==> src/rtl/fpu_norm_seq.sv <==
// Sequential normalizer for raw single-precision adder sums: handles carry-out,
// zero and underflow-limited left normalization, one shift per clock.
module fpu_norm_seq #(
  parameter int MAX_SHIFT = 23
) (
  input  logic        clk_i,
  input  logic        rst_ni,
  input  logic        req_valid_i,
  output logic        req_ready_o,
  input  logic [33:0] add_i,
  output logic        res_valid_o,
  input  logic        res_ready_i,
  output logic [31:0] norm_o,
  output logic        busy_o,
  output logic [4:0]  shift_cnt_o
);

  // state | meaning
  // IDLE  | waiting for a request
  // CHECK | classify captured sum (zero / carry / normal / needs shift)
  // SHIFT | one left shift per cycle until normalized or limited
  // DONE  | result presented until consumer accepts
  typedef enum logic [1:0] {IDLE, CHECK, SHIFT, DONE} state_t;

  localparam logic [4:0] MAX_CNT = MAX_SHIFT[4:0];

  state_t      state_q, state_d;
  logic        sign_q, sign_d;
  logic [7:0]  exp_q, exp_d;
  logic [24:0] man_q, man_d;
  logic [4:0]  cnt_q, cnt_d;
  logic        armed_q;

  // Keeps req_ready low during reset and raises it on the first edge after release.
  always_ff @(posedge clk_i or negedge rst_ni) begin
    if (!rst_ni) armed_q <= 1'b0;
    else         armed_q <= 1'b1;
  end

  always_ff @(posedge clk_i or negedge rst_ni) begin
    if (!rst_ni) begin
      state_q <= IDLE;
      sign_q  <= 1'b0;
      exp_q   <= 8'h00;
      man_q   <= 25'h0;
      cnt_q   <= 5'd0;
    end else begin
      state_q <= state_d;
      sign_q  <= sign_d;
      exp_q   <= exp_d;
      man_q   <= man_d;
      cnt_q   <= cnt_d;
    end
  end

  always_comb begin
    state_d = state_q;
    sign_d  = sign_q;
    exp_d   = exp_q;
    man_d   = man_q;
    cnt_d   = cnt_q;
    unique case (state_q)
      IDLE: begin
        if (req_valid_i && armed_q) begin
          sign_d  = add_i[33];
          exp_d   = add_i[32:25];
          man_d   = add_i[24:0];
          cnt_d   = 5'd0;
          state_d = CHECK;
        end
      end
      CHECK: begin
        state_d = DONE;
        if (man_q == 25'h0) begin
          exp_d = 8'h00;
        end else if (man_q[24]) begin
          if (exp_q < 8'hFE) begin
            exp_d = exp_q + 8'd1;
            man_d = man_q >> 1;
          end else begin
            exp_d = 8'hFF;
            man_d = 25'h0;
          end
        end else if (!man_q[23] && (exp_q > 8'd1)) begin
          state_d = SHIFT;
        end
      end
      SHIFT: begin
        man_d = {man_q[23:0], 1'b0};
        // Entry to SHIFT guarantees exp_q >= 2; the guard keeps it from wrapping regardless.
        exp_d = (exp_q > 8'd1) ? exp_q - 8'd1 : exp_q;
        cnt_d = cnt_q + 5'd1;
        if (man_d[23] || (exp_d == 8'd1) || (cnt_d == MAX_CNT)) state_d = DONE;
      end
      DONE: begin
        if (res_ready_i) state_d = IDLE;
      end
      default: state_d = IDLE;
    endcase
  end

  assign req_ready_o = (state_q == IDLE) && armed_q;
  assign res_valid_o = (state_q == DONE);
  assign busy_o      = (state_q != IDLE);
  assign norm_o      = {sign_q, exp_q, man_q[22:0]};
  assign shift_cnt_o = cnt_q;

endmodule
==> config.mk <==
export PLATFORM = sky130hd
export DESIGN_NAME = fpu_norm_seq
export DESIGN_NICKNAME = d
export VERILOG_FILES = /design/src/rtl/fpu_norm_seq.sv
export SDC_FILE = /design/constraint.sdc
export NUM_CORES = 1
export LEC_CHECK = 0
export ABC_AREA = 0
export BUFFER_PORTS_ARGS = -buffer_cell sky130_fd_sc_hd__buf_2
export CAP_MARGIN = 30
export CORE_MARGIN = 5
export CORE_UTILIZATION = 54
export DETAILED_ROUTE_END_ITERATION = 10
export PLACE_DENSITY = 0.81
export SLEW_MARGIN = 20
export SYNTH_ARGS = -nofsm -noshare
export SYNTH_HDL_FRONTEND = slang
export SYNTH_SLANG_ARGS = --single-unit
==> constraint.sdc <==
create_clock -name clk_i -period 2.8 [get_ports clk_i]
set_input_delay 0.42 -clock clk_i [delete_from_list [all_inputs] [get_ports clk_i]]
set_output_delay 0.42 -clock clk_i [all_outputs]
set_load 0.02 [all_outputs]
==> flow_metrics.tcl, run 1 <==
set metrics [dict create \
    postCtsSetupRepairBufs 0 \
    track_usage_pct 23.6 \
    syn_avg_cell_area_um2 8.64 \
    drtIter0Drc 358 \
    gp_congestion 0.927 \
    ios 78 \
    grt_start_max_net_pins 49 \
    finalCritPeriodShare_pct 89.4 \
    worst_pin_slew_ns 0.990 \
    hold_ws_ns 0.0313 \
    power_mw 5.15 \
    wl_per_cell_um 17.8 \
    initial_core_util_pct 55.6 \
    htreeDepth 2 \
    required_ns 3.03 \
    worstSetupEndpointType "register" \
    drive_gt1_share_pct 28.3 \
    tns_ns 0 \
    vias 3052 \
    maxSlewHeadroom_pct 33.4 \
    worstPathCellList "inv_1 > ha_1 > or2_2 > nand3_2 > o22ai_1 > o31ai_1 > a21o_1 > mux2i_1" \
    worstSkewPairLatency_ns 0.30 \
    cp_top_family "flip-flops" \
    vdd_ir_drop_max_mv 0.832 \
    rows 27 \
    drt-total-wl_mm 8.54 \
    synth.cell_area_um2 3080 \
    dieWidth_um 85.6 \
    startpoint_type "register" \
    insertedDiodeCount 0 \
    grt_pass1_wl_mm 14.3 \
    fp.dieArea_um2 7320 \
    dr.pass1.iters 8 \
    die_h_um 85.6 \
    final_util_pct 61.9 \
    fmax_mhz 399 \
    r2r_slack_ns 0.30 \
    cts_sinks 42 \
    antenna_left 0 \
    hold_viol_final 0 \
    syn_nets 404 \
    clockRootBuffer "clkbuf_8" \
    dp_hpwl_mm 6.16 \
    synth_cell_type_count 61 \
    port_buffers 77 \
    cts_tree "yes" \
    finalCriticalPeriod_ns 2.50 \
    ctsResizeCount 0 \
    antenna_found_initial 0 \
    drc 0 \
    r2r_start "exp_q[0]" \
    synth_edf_count 0 \
    final_cells 479 \
    slowest_stage "dfrtp_1" \
    via_per_inst 6.37 \
    hold_buffers 0 \
    yosys_warnings 0 \
    cp.depth 8 \
    overflow 0 \
    async_flop_share_pct 100 \
    r2r_cells 8 \
    critPathMaxFanout 16 \
    drv_slew 0 \
    core_area_um2 5540 \
    yosysSeqAreaShare_pct 34.1 \
    cap_violations 0 \
    path_clk_slew_ns 0.09 \
    hold_class "in2async" \
    clock_path_buffers 2 \
    setup_violations 0 \
    power_leakage_nw 1.50 \
    r2r-end "state_q[1]" \
    nets 453 \
    rsz0062_at_grt "false" \
    worstPathArrival_ns 2.73 \
    status "complete, no violations" \
    critPathKind "reg2reg" \
    p_per_area_nw_per_um2 1500 \
    slowest_delay_ns 0.68 \
    dp.cells 469 \
    syn_to_final_growth_pct 11.2 \
    path_buf_inv 1 \
    synth-main-ff-cell "dfrtp_1" \
    cts_made_buffers 5 \
    syn_inst 357 \
    skew_ns 0.0113 \
    first_global_vias 2996 \
    ys_seq_elements 42 \
]
## layout make-up
cell class | instances | area (um2)
Clock inverter | 2 | 12.5
Clock buffer | 6 | 82.6
Timing Repair Buffer | 92 | 510
Fill cell | 487 | 2110
Tap cell | 72 | 90.1
Multi-Input combinational cell | 252 | 1630
Sequential cell | 42 | 1050
Inverter | 13 | 48.8
## flip-flops by register name, summed over array words and instances (netlist names)
name / count
exp_q: 8
sign_q: 1
shift_cnt_o: 5
man_q: 25
armed_q: 1
state_q: 2
## worst max path at each step
| stage | slack (ns) | startpoint | endpoint |
|---|---|---|---|
| finish | 0.30 | exp_q[0] | state_q[1] |
| global route | 0.10 | exp_q[0] | state_q[1] |
| CTS | 0.27 | state_q[0] | man_q[22] |
| detailed placement | 0.30 | state_q[0] | man_q[17] |
| global placement | 0.33 | exp_q[0] | state_q[1] |
| floorplan | 0.50 | exp_q[0] | state_q[0] |
## per-layer routing
layer / up-vias / share of wire, % / track usage [%]
met5: - / 0 / 0
met4: 0 / 1.9 / 8.49
li1: 1417 / - / -
met1: 1451 / 39 / 30.8
met3: 14 / 9.9 / 5.57
met2: 170 / 49 / 38.2
## through the flow
step	worst slack, ns	cell area [um2]
after CTS	0.272	3400
after floorplan	0.501	3080
after global routing	0.103	3430
after global placement	0.327	3310
final	0.296	3430
after detailed placement	0.301	3310
## cells in the mapped netlist (all sizes together), types with 9 or more instances
cell | number | area [um2]
a21oi | 44 | 224
dfrtp | 42 | 1050
nor2 | 38 | 143
buf | 34 | 248
a222oi | 21 | 210
nand2 | 20 | 75.1
clkbuf | 16 | 110
o21ai | 14 | 70.1
nand3 | 12 | 65.1
inv | 11 | 41.3
ha | 9 | 113
nor3 | 9 | 45.0
## cells in the final DEF (no fill, tap or decap), types with 9 or more instances in the layout
master | synthesis | routed
inv_1 | 11 | 11
nand3_1 | 11 | 11
buf_4 | 24 | 14
a21oi_1 | 43 | 43
o21ai_0 | 14 | 14
ha_1 | 9 | 9
buf_2 | 6 | 77
dfrtp_1 | 42 | 42
a222oi_1 | 21 | 21
nor2_1 | 38 | 37
nand2_1 | 20 | 20
## power breakdown
part | leakage (nW) | internal (mW) | switching (mW)
Sequential | 0.503 | 0.928 | 0.442
Clock | 0.0472 | 0.198 | 0.216
Combinational | 0.952 | 1.31 | 2.06
## logic make-up after synthesis
| group | after synthesis | synth area share [%] |
|---|---|---|
| AND/OR/NAND/NOR | 109 | 17.6 |
| other | 1 | 0.122 |
| AO/OA/AOI/OAI | 123 | 28.3 |
| buffers and inverters | 63 | 13.2 |
| flip-flops | 42 | 34.1 |
| XOR/XNOR | 7 | 1.99 |
| multiplexers | 3 | 1.06 |
| adder cells (fa/ha/maj) | 9 | 3.65 |
Power figures use the tool's default switching activity.
==> run 2, diff against run 1 <==
==> constraint.sdc (replaced) <==
create_clock -name clk_i -period 2.8 [get_ports clk_i]
set_input_delay 0.42 -clock clk_i [delete_from_list [all_inputs] [get_ports clk_i]]
set_output_delay 0.42 -clock clk_i [all_outputs]
set_load 0.1 [all_outputs]
==> run 2 against run 1 <==
Final cell count shrank 0.84%. Clock-buffer cell count is the same. Global-route usage fell by 0.63 points. Critical path type unchanged. Cell area decreased by 0.47%. Non-clock buffer count is 3 lower. Clock skew fell by 0.0064 ns.
==> flow_metrics.tcl, run 2 (same netlist as run 1, synthesis figures left out) <==
set metrics [dict create \
    drive_gt1_share_pct 27.8 \
    core_area_um2 5540 \
    ios 78 \
    worstPathArrival_ns 2.58 \
    clockRootBuffer "clkbuf_8" \
    antenna_left 0 \
    overflow 0 \
    r2r_start "exp_q[2]" \
    critPathLaunch "exp_q[2]" \
    worst_pin_slew_ns 0.981 \
    finalCritPeriodShare_pct 85.8 \
    syn_to_final_growth_pct 10.7 \
    hold_viol_final 0 \
    mostFrequentLayoutCells "buf_2, a21oi_1, dfrtp_1" \
    port_buffers 77 \
    die_h_um 85.6 \
    htreeDepth 2 \
    drv_slew 0 \
    skew_ns 0.00491 \
    wl_per_cell_um 17.5 \
    startpoint_type "register" \
    maxSlewHeadroom_pct 34.0 \
    drc 0 \
    largest_reg_flops 25 \
    critPathKind "reg2reg" \
    final_common_cell "buf_2" \
    first_global_vias 2818 \
    vias 3024 \
    drtIter0Drc 338 \
    ctsResizeCount 0 \
    nets 450 \
    hold_class "in2async" \
    cts_sinks 42 \
    dr.pass1.iters 7 \
    required_ns 2.98 \
    rsz0062_at_grt "false" \
    clock_path_buffers 2 \
    dp_hpwl_mm 5.99 \
    worstSkewPairLatency_ns 0.29 \
    setup_violations 0 \
    initial_core_util_pct 55.6 \
    grt_start_max_net_pins 49 \
    finalCriticalPeriod_ns 2.40 \
    cts_tree "yes" \
    cts_made_buffers 5 \
    drt-total-wl_mm 8.29 \
    cap_violations 0 \
    fmax_mhz 416 \
    rows 27 \
    critPathMaxFanout 15 \
    hold_buffers 0 \
    path_clk_slew_ns 0.08 \
    fillers 513 \
    track_usage_pct 23.0 \
    grt_pass1_wl_mm 13.9 \
    postCtsSetupRepairBufs 0 \
    insertedDiodeCount 0 \
    antenna_found_initial 0 \
    tns_ns 0 \
    status "complete, no violations" \
    gp_congestion 0.964 \
    fp.dieArea_um2 7320 \
    regMostFlops "man_q" \
    via_per_inst 6.37 \
    worstSetupEndpointType "register" \
    dieWidth_um 85.6 \
]
run 2: cell types whose count changed in the layout (fill, tap and decap cells not counted):
cell,before,now
bufinv_16,0,1
buf_4,14,12
clkinv_2,1,0
dfrtp_1,42,41
dfrtp_2,0,1
buf_12,1,0
clkinvlp_4,1,0
run 2: metal layers:
metal | GRT usage (%) | up-vias | wire, um | part of all wire, %
li1 | - | 1415 | - | -
met5 | 0 | - | 0 | 0
met4 | 5.47 | 0 | 119 | 1.4
met3 | 5.19 | 14 | 741 | 8.9
met1 | 31.0 | 1431 | 3450 | 42
met2 | 37.5 | 164 | 3980 | 48
run 2: path summary, 6_finish.rpt:
check	to	slack, ns	cells past startpoint
max reg2reg	state_q[0]	0.40	7
min	man_q[12]	0.12	1
max	state_q[0]	0.40	7
min reg2reg	sign_q	0.51	1
min in group clk_i	sign_q	0.36	2
max in group asynchronous	exp_q[0]	2.29	1
run 2: critical path, cell delays in order (launching register included):
cell	delay, ns
dfrtp_1	0.40
buf_4	0.20
nor4_1	0.52
nand3_2	0.34
o22ai_1	0.33
o31ai_1	0.12
a21o_1	0.18
o32a_2	0.19
run 2: area by class of cell:
class	count	area (um2)	share of cell area, %
repair buffers	89	475	13.9
well taps	72	90.1	2.64
clock inverters	1	30.0	0.880
inverters	13	48.8	1.43
clock buffers	6	82.6	2.42
flip-flops and latches	42	1050	30.8
multi-input cells	252	1630	47.9
run 2: stage by stage:
step	util [%]	hold slack [ns]	setup WS [ns]	instance area (um2)	std cells
finish	61.6	0.119	0.398	3410	475
global route	61.6	0.163	0.183	3410	475
CTS	61.4	0.306	0.324	3400	474
detailed placement	59.4	0.487	0.344	3290	467
global placement	59.4	0.482	0.401	3290	467
floorplan	-	0.124	0.0361	3080	357
Power of run 2 is left out: the tool's default activity adds up to more than one toggle a clock period on the data nets, which glitch-free logic cannot reach.
